--- config.mk ---
export PLATFORM = sky130hd
export DESIGN_NAME = pipe_ctrl_bubble_flat
export DESIGN_NICKNAME = d
export VERILOG_FILES = /design/src/rtl/pipe_ctrl_bubble_if.sv /design/src/rtl/pipe_ctrl_bubble.sv /design/src/flat_wrapper.sv
export SDC_FILE = /design/constraint.sdc
export NUM_CORES = 1
export LEC_CHECK = 0
export ABC_AREA = 1
export BUFFER_PORTS_ARGS = -buffer_cell sky130_fd_sc_hd__buf_2
export CAP_MARGIN = 0
export CORE_AREA = 4 4 64 66
export CTS_BUF_LIST = sky130_fd_sc_hd__clkbuf_2 sky130_fd_sc_hd__clkbuf_4 sky130_fd_sc_hd__clkbuf_8
export CTS_CLUSTER_DIAMETER = 150
export DETAILED_ROUTE_END_ITERATION = 7
export DIE_AREA = 0 0 68 70
export PLACE_DENSITY = 0.68
export SLEW_MARGIN = 40
export SYNTH_ARGS = -nofsm -noshare
export SYNTH_HDL_FRONTEND = slang
export SYNTH_SLANG_ARGS = --single-unit
--- constraint.sdc ---
create_clock -name clk -period 1.9 [get_ports clk]
set_clock_uncertainty 0.15 [all_clocks]
set_input_delay 0.095 -clock clk [delete_from_list [all_inputs] [get_ports clk]]
set_output_delay 0.095 -clock clk [all_outputs]
set_load 0.02 [all_outputs]
--- src/rtl/pipe_ctrl_bubble_if.sv ---
// pipe_ctrl_bubble_if: decode-to-execute control handshake bundle
interface pipe_ctrl_bubble_if #(
    parameter int CTRL_W = 8,
    parameter int CNT_W  = 16
);
    logic [CTRL_W-1:0] id_ctrl;
    logic              id_valid;
    logic              hazard;
    logic              flush;
    logic [CTRL_W-1:0] ex_ctrl;
    logic              ex_valid;
    logic              stall;
    logic [CNT_W-1:0]  bubble_cnt;

    modport master (
        output id_ctrl, id_valid, hazard, flush,
        input  ex_ctrl, ex_valid, stall, bubble_cnt
    );

    modport slave (
        input  id_ctrl, id_valid, hazard, flush,
        output ex_ctrl, ex_valid, stall, bubble_cnt
    );
endinterface

--- src/rtl/pipe_ctrl_bubble.sv ---
// pipe_ctrl_bubble: ID/EX control register with load-use bubble insertion and flush
module pipe_ctrl_bubble #(
    parameter int CTRL_W        = 8,
    parameter int BUBBLE_CYCLES = 1,
    parameter int CNT_W         = 16
) (
    input logic                clk,
    input logic                rst_n,
    pipe_ctrl_bubble_if.slave  bus
);
    typedef enum logic {RUN, STALL} state_t;

    state_t     state, nxt;
    logic [3:0] rem, rem_nxt;
    logic       bubble, kill;

    always_comb begin
        nxt     = state;
        rem_nxt = rem;
        bubble  = 1'b0;
        if (state == RUN) begin
            if (!bus.flush && bus.hazard && bus.id_valid) begin
                bubble = 1'b1;
                if (BUBBLE_CYCLES > 1) begin
                    nxt     = STALL;
                    rem_nxt = 4'(BUBBLE_CYCLES - 1);
                end
            end
        end else if (bus.flush) begin
            nxt     = RUN;
            rem_nxt = 4'd0;
        end else begin
            bubble  = 1'b1;
            rem_nxt = rem - 4'd1;
            nxt     = (rem == 4'd1) ? RUN : STALL;
        end
        kill = bus.flush || bubble;
    end

    // every bubble cycle is also a stall cycle; reset masks the request
    assign bus.stall = rst_n && bubble;

    always_ff @(posedge clk) begin
        if (!rst_n) begin
            state          <= RUN;
            rem            <= 4'd0;
            bus.ex_ctrl    <= {CTRL_W{1'b0}};
            bus.ex_valid   <= 1'b0;
            bus.bubble_cnt <= {CNT_W{1'b0}};
        end else begin
            state        <= nxt;
            rem          <= rem_nxt;
            bus.ex_ctrl  <= kill ? {CTRL_W{1'b0}} : bus.id_ctrl;
            bus.ex_valid <= kill ? 1'b0 : bus.id_valid;
            if (bubble && bus.bubble_cnt != {CNT_W{1'b1}})
                bus.bubble_cnt <= bus.bubble_cnt + 1'b1;
        end
    end
endmodule

--- src/flat_wrapper.sv ---
// flat-port wrapper written by rule: the top's interface ports become plain ports
module pipe_ctrl_bubble_flat 
#(
    parameter int CTRL_W        = 8,
    parameter int BUBBLE_CYCLES = 1,
    parameter int CNT_W         = 16
)
  (clk, rst_n, bus_id_ctrl, bus_id_valid, bus_hazard, bus_flush, bus_ex_ctrl, bus_ex_valid, bus_stall, bus_bubble_cnt);
  pipe_ctrl_bubble_if #(.CTRL_W(CTRL_W), .CNT_W(CNT_W)) bus_i ();
  input logic clk;
  input logic rst_n;
  input wire logic [$bits(bus_i.id_ctrl)-1:0] bus_id_ctrl;
  input wire logic [$bits(bus_i.id_valid)-1:0] bus_id_valid;
  input wire logic [$bits(bus_i.hazard)-1:0] bus_hazard;
  input wire logic [$bits(bus_i.flush)-1:0] bus_flush;
  output wire logic [$bits(bus_i.ex_ctrl)-1:0] bus_ex_ctrl;
  output wire logic [$bits(bus_i.ex_valid)-1:0] bus_ex_valid;
  output wire logic [$bits(bus_i.stall)-1:0] bus_stall;
  output wire logic [$bits(bus_i.bubble_cnt)-1:0] bus_bubble_cnt;
  assign bus_i.id_ctrl = bus_id_ctrl;
  assign bus_i.id_valid = bus_id_valid;
  assign bus_i.hazard = bus_hazard;
  assign bus_i.flush = bus_flush;
  assign bus_ex_ctrl = bus_i.ex_ctrl;
  assign bus_ex_valid = bus_i.ex_valid;
  assign bus_stall = bus_i.stall;
  assign bus_bubble_cnt = bus_i.bubble_cnt;
  pipe_ctrl_bubble #(.CTRL_W(CTRL_W), .BUBBLE_CYCLES(BUBBLE_CYCLES), .CNT_W(CNT_W)) u_core (.clk(clk), .rst_n(rst_n), .bus(bus_i));
endmodule
==> flow_results.org <==
** Setup path
- The critical path contains buffers and inverters numbering 5 combined.
- Crit path cell chain :: dlygate4sd3_1, buf_2, inv_2, nand2_1, nand2_2, inv_2, nor2_1, buf_2
- Cell family with the largest share of critical-path delay :: buffers and inverters
- Tracing the worst setup path back leads to its startpoint at bus_flush.
- CP Capture Type :: primary output
- Largest driver fanout on the critical path :: 6
- Data on the critical path is required at its endpoint by 1650 ps.
- The number of cells on the worst reg-to-reg path is 6.
- Data arrival, critical path :: 1480 ps
- The critical path runs through a total of 8 cells.
- On the critical path, the stage with the largest delay is an instance of sky130_fd_sc_hd__dlygate4sd3_1.
- R2R setup slack :: 200 ps
- STA classifies the critical path startpoint as an input pin.
- On the worst path, the slowest cell contributes a delay of 530 ps.
- The critical path is of the in -> out type.
- The critical path ends at bus_stall.
- Capturing point of the worst reg2reg path :: u_core.bus.bubble_cnt[15]$_SDFFE_PN0P_
- Startpoint of the lowest-slack register-to-register path :: u_core.bus.bubble_cnt[1]$_SDFFE_PN0P_

** Power and ir drop
- Internal Pwr Total :: 0.000858 W
- The clock network is responsible for 36.1% of the overall power.
- Switching pwr :: 0.000297 W
- Across the VDD grid, the largest voltage drop is between 0.0004 and 0.0005 V.
- For this design the ratio of total power to cell area is 607 nW/um^2.
- Net Sw Frac :: 25.7%
- Per report_power, the combinational group accounts for approximately 8.3% of the total.
- Sequential share of power :: a little under three fifths
- The analysis attributes to cell leakage a power of 0.835 nW.
- Final total power :: 0.00115 W

** Hold path
- The worst hold path belongs to the class in -> reg.

** Clocking
- After clock tree synthesis, the clock-pin slew on the worst setup and hold paths is 100 ps.
- In this run the number of H-tree levels came out at 2.
- Post-CTS Repair Setup Buffers :: 0
- Clock tree synthesis selected as its root buffer the cell sky130_fd_sc_hd__clkbuf_4.
- The clock net in this run drives a total of 30 sinks.
- Clock tree synthesis inserted a total of 5 buffers.
- TritonCTS built the clock tree.
- No sink is reached through more buffers than the 2 on the longest clock path.
- Later-pin clock latency in the skew report :: 340 ps

** Timing
- Crit share post-route :: 90.8%
- Setup TNS :: 0 ps
- Based on the critical path, the design can be clocked at up to just under 600 MHz.
- For the pin with the worst max-slew slack, the measured transition is between 300 and 400 ps.
- Post-route worst setup slack :: 174 ps
- Slew Viols, Final :: 0
- RSZ-0062 raised after global routing :: false
- The final hold violation count was 0.
- Across all hold checks on the routed design, the worst slack comes to 183 ps.
- The clock period could shrink to between 1500 and 2000 ps.
- Setup violations remaining at the end of the flow were counted as 0.
- In this run the tightest slew margin relative to its limit is 76.6%.

** Floorplanning
- Row generation in the floorplan step produced 22 rows.
- Floorplan Core Area :: 3580 sq um
- DIE HEIGHT :: about 70 um
- The floorplan step defined a die boundary enclosing 4760 sq um.
- Horiz. Die Dim :: just under 70 um
- The initial utilization of the core area, before any placement, comes to between 40 and 50%.
- I/O pins :: 39

** Route
- Detail-routed via count per cell :: 4.65
- The detail route stage leaves a number of antenna-violating nets equal to 0.
- Post-route DRC :: 0
- After the first detailed-routing iteration, the DRC count stood at 52.
- For this block, the routed nets add up to 3530 um of wire.
- The first detailed-routing pass took 5 iterations.
- Total number of vias :: 1,450
- In the final routed layout, each cell accounts on average for about 11 um.

** Global routing
- Largest net degree at the start of global routing :: 18
- Initial antenna violation count :: 0
- Wire length of the first global-routing pass :: ~6300 um
- Global routing finished with a remaining overflow of 0.
- Tot GR Track Use :: 17.0%
- Via count of the first global-routing pass :: ~1,400

** Synth
- Yosys warning total :: 0
- Top cells by area, synth :: sky130_fd_sc_hd__dfxtp_1 40%, sky130_fd_sc_hd__nor2_1 12%, sky130_fd_sc_hd__nand2_1 11%, sky130_fd_sc_hd__inv_1 5.6%, sky130_fd_sc_hd__nand3_1 5.4%
- Of the post-synthesis cell area, the dominant cell type holds 40.4%.
- Mapped Nets :: between 200 and 250
- Seq cells post-synth :: 30
- The cell count after synthesis came out at 208.
- Dividing the synthesized area by the synthesized cell count gives 7.15 sq um.
- Cell taking the most area after synthesis :: sky130_fd_sc_hd__dfxtp_1
- Synthesized cell area :: 1490 sq um
- Sequential cells were found to cover 40.4% of the synthesized design area.
- Most common cell in the synthesized netlist :: sky130_fd_sc_hd__nor2_1
- Ranked by instance count, the synthesized netlist is headed by 47 x sky130_fd_sc_hd__nor2_1, 42 x sky130_fd_sc_hd__nand2_1, 30 x sky130_fd_sc_hd__dfxtp_1, 22 x sky130_fd_sc_hd__inv_1, 16 x sky130_fd_sc_hd__nand3_1.
- Top flip-flop cell by instance count after synthesis :: sky130_fd_sc_hd__dfxtp_1
- The synthesized design contains 0 enable-type register cells.
- Number of distinct library cell variants in the gate-level netlist after synthesis :: 26
- Ys async rst share :: 0%

** Final layout
- The layout has 376 filler cells.
- Share of post-route cells with drive strength above 1 :: 24.6%
- In the final layout, the multi-input gates occupy 771 sq um.
- Area of all placed cells without fillers :: roughly 1900 sq um
- Number of antenna cells inserted :: 0
- Sequential cell area :: roughly 600 sq um
- After the last flow step, the layout net total stands at 279.
- The area growth from synthesis to layout is 27.9%.

** Status
- The run finished with clean final reports.

** Place
- Timing analysis after detailed placement gives a worst setup slack of 235 ps.
- Total placed instance area :: approximately 1700 sq um
- During placement, the flow inserted port buffers numbering 38.
- Detailed placement ended at an HPWL of between 2000 and 2500 um.
- The congestion estimate from routability-driven global placement came to between 0.8 and 0.9.

** Run
- Max-cap check violation count :: 0
layout by cell type (no fill, tap or decap), drive strengths merged:
cell | synthesis | routed
clkbuf | 1 | 6
nand3b | 2 | 2
dlygate4sd3 | 0 | 12
clkinv | 0 | 1
nor3 | 1 | 1
nand4 | 4 | 4
clkinvlp | 0 | 1
o21bai | 1 | 1
nor2 | 54 | 54
a21oi | 13 | 13
nand3 | 18 | 18
xnor2 | 1 | 1
buf | 2 | 39
nand2 | 47 | 47
ha | 3 | 3
o31ai | 1 | 1
xor2 | 1 | 1
dfxtp | 30 | 30
inv | 24 | 24
o21ai | 5 | 5
repair_timing:
item                      CTS  global route
gates resized for setup     0             0
hold buffers               12             0
hold endpoints to repair   22             0
per-stage QoR:
stage / cells / utilization (%)
final: 312 / 53.2
after global routing: 312 / 53.2
after CTS: 312 / 53.2
after detailed placement: 292 / 48.0
after global placement: 292 / 48.0
after floorplan: 208 / -
flip-flops by register name (all words and copies together) (netlist names):
name and count:
u_core.bus.bubble_cnt 16, u_core.bus.ex_ctrl 8, u_core.rem 4, u_core.bus.ex_valid 1, u_core.state 1
per-layer routing:
layer | share of wire (%) | up-vias | GRT usage (%)
met5 | 0 | - | 0
met1 | 43 | 640 | 20.5
met4 | 1.4 | 0 | 5.30
met3 | 8.3 | 7 | 7.88
met2 | 47 | 35 | 26.4
li1 | - | 768 | -
worst reg2reg max path, delay by kind of cell, from the launching register on:
family                   cells  cell delay (ps)
AO/OA/AOI/OAI                1              220
AND/OR/NAND/NOR              4              590
adder cells (fa/ha/maj)      1              250
flip-flops                   1              400
logic make-up (layout without fill, tap and decap cells):
kind of cell	Yosys count	after routing	synth area share, %
fa+ha+maj	3	3	2.52
xor+xnor	2	2	1.18
simple gates	126	126	40.3
compound gates	20	20	7.82
buf+inv	27	83	7.82
flops	30	30	40.4
how the worst min path moves through the flow:
| stage | startpoint | end | cells past startpoint |
|---|---|---|---|
| after detailed placement | bus_id_ctrl[1] | u_core.bus.ex_ctrl[1]$_SDFF_PP0_ | 3 |
| after global placement | bus_id_ctrl[5] | u_core.bus.ex_ctrl[5]$_SDFF_PP0_ | 3 |
| after CTS | bus_hazard | u_core.bus.bubble_cnt[4]$_SDFFE_PN0P_ | 6 |
| final | bus_hazard | u_core.bus.bubble_cnt[4]$_SDFFE_PN0P_ | 6 |
| after global routing | bus_hazard | u_core.bus.bubble_cnt[11]$_SDFFE_PN0P_ | 6 |
| after floorplan | bus_id_ctrl[0] | u_core.bus.ex_ctrl[0]$_SDFF_PP0_ | 2 |
power by group through the flow:
stage	clock (W)	combinational, W	sequential, W
after floorplan	0	0.0000364	0.000670
after global placement	0	0.0000767	0.000656
after detailed placement	0	0.0000771	0.000657
after CTS	0.000435	0.0000942	0.000642
after global routing	0.000457	0.000108	0.000644
final	0.000416	0.0000961	0.000642
cell type report:
cell class,count,share of cell area [%]
inverter,24,4.73
clock buffer,6,2.70
timing repair buffer,51,16.7
tap,48,3.16
clock inverter,2,0.657
multi-input combinational,151,40.5
sequential,30,31.6
Power figures use the tool's default switching activity.
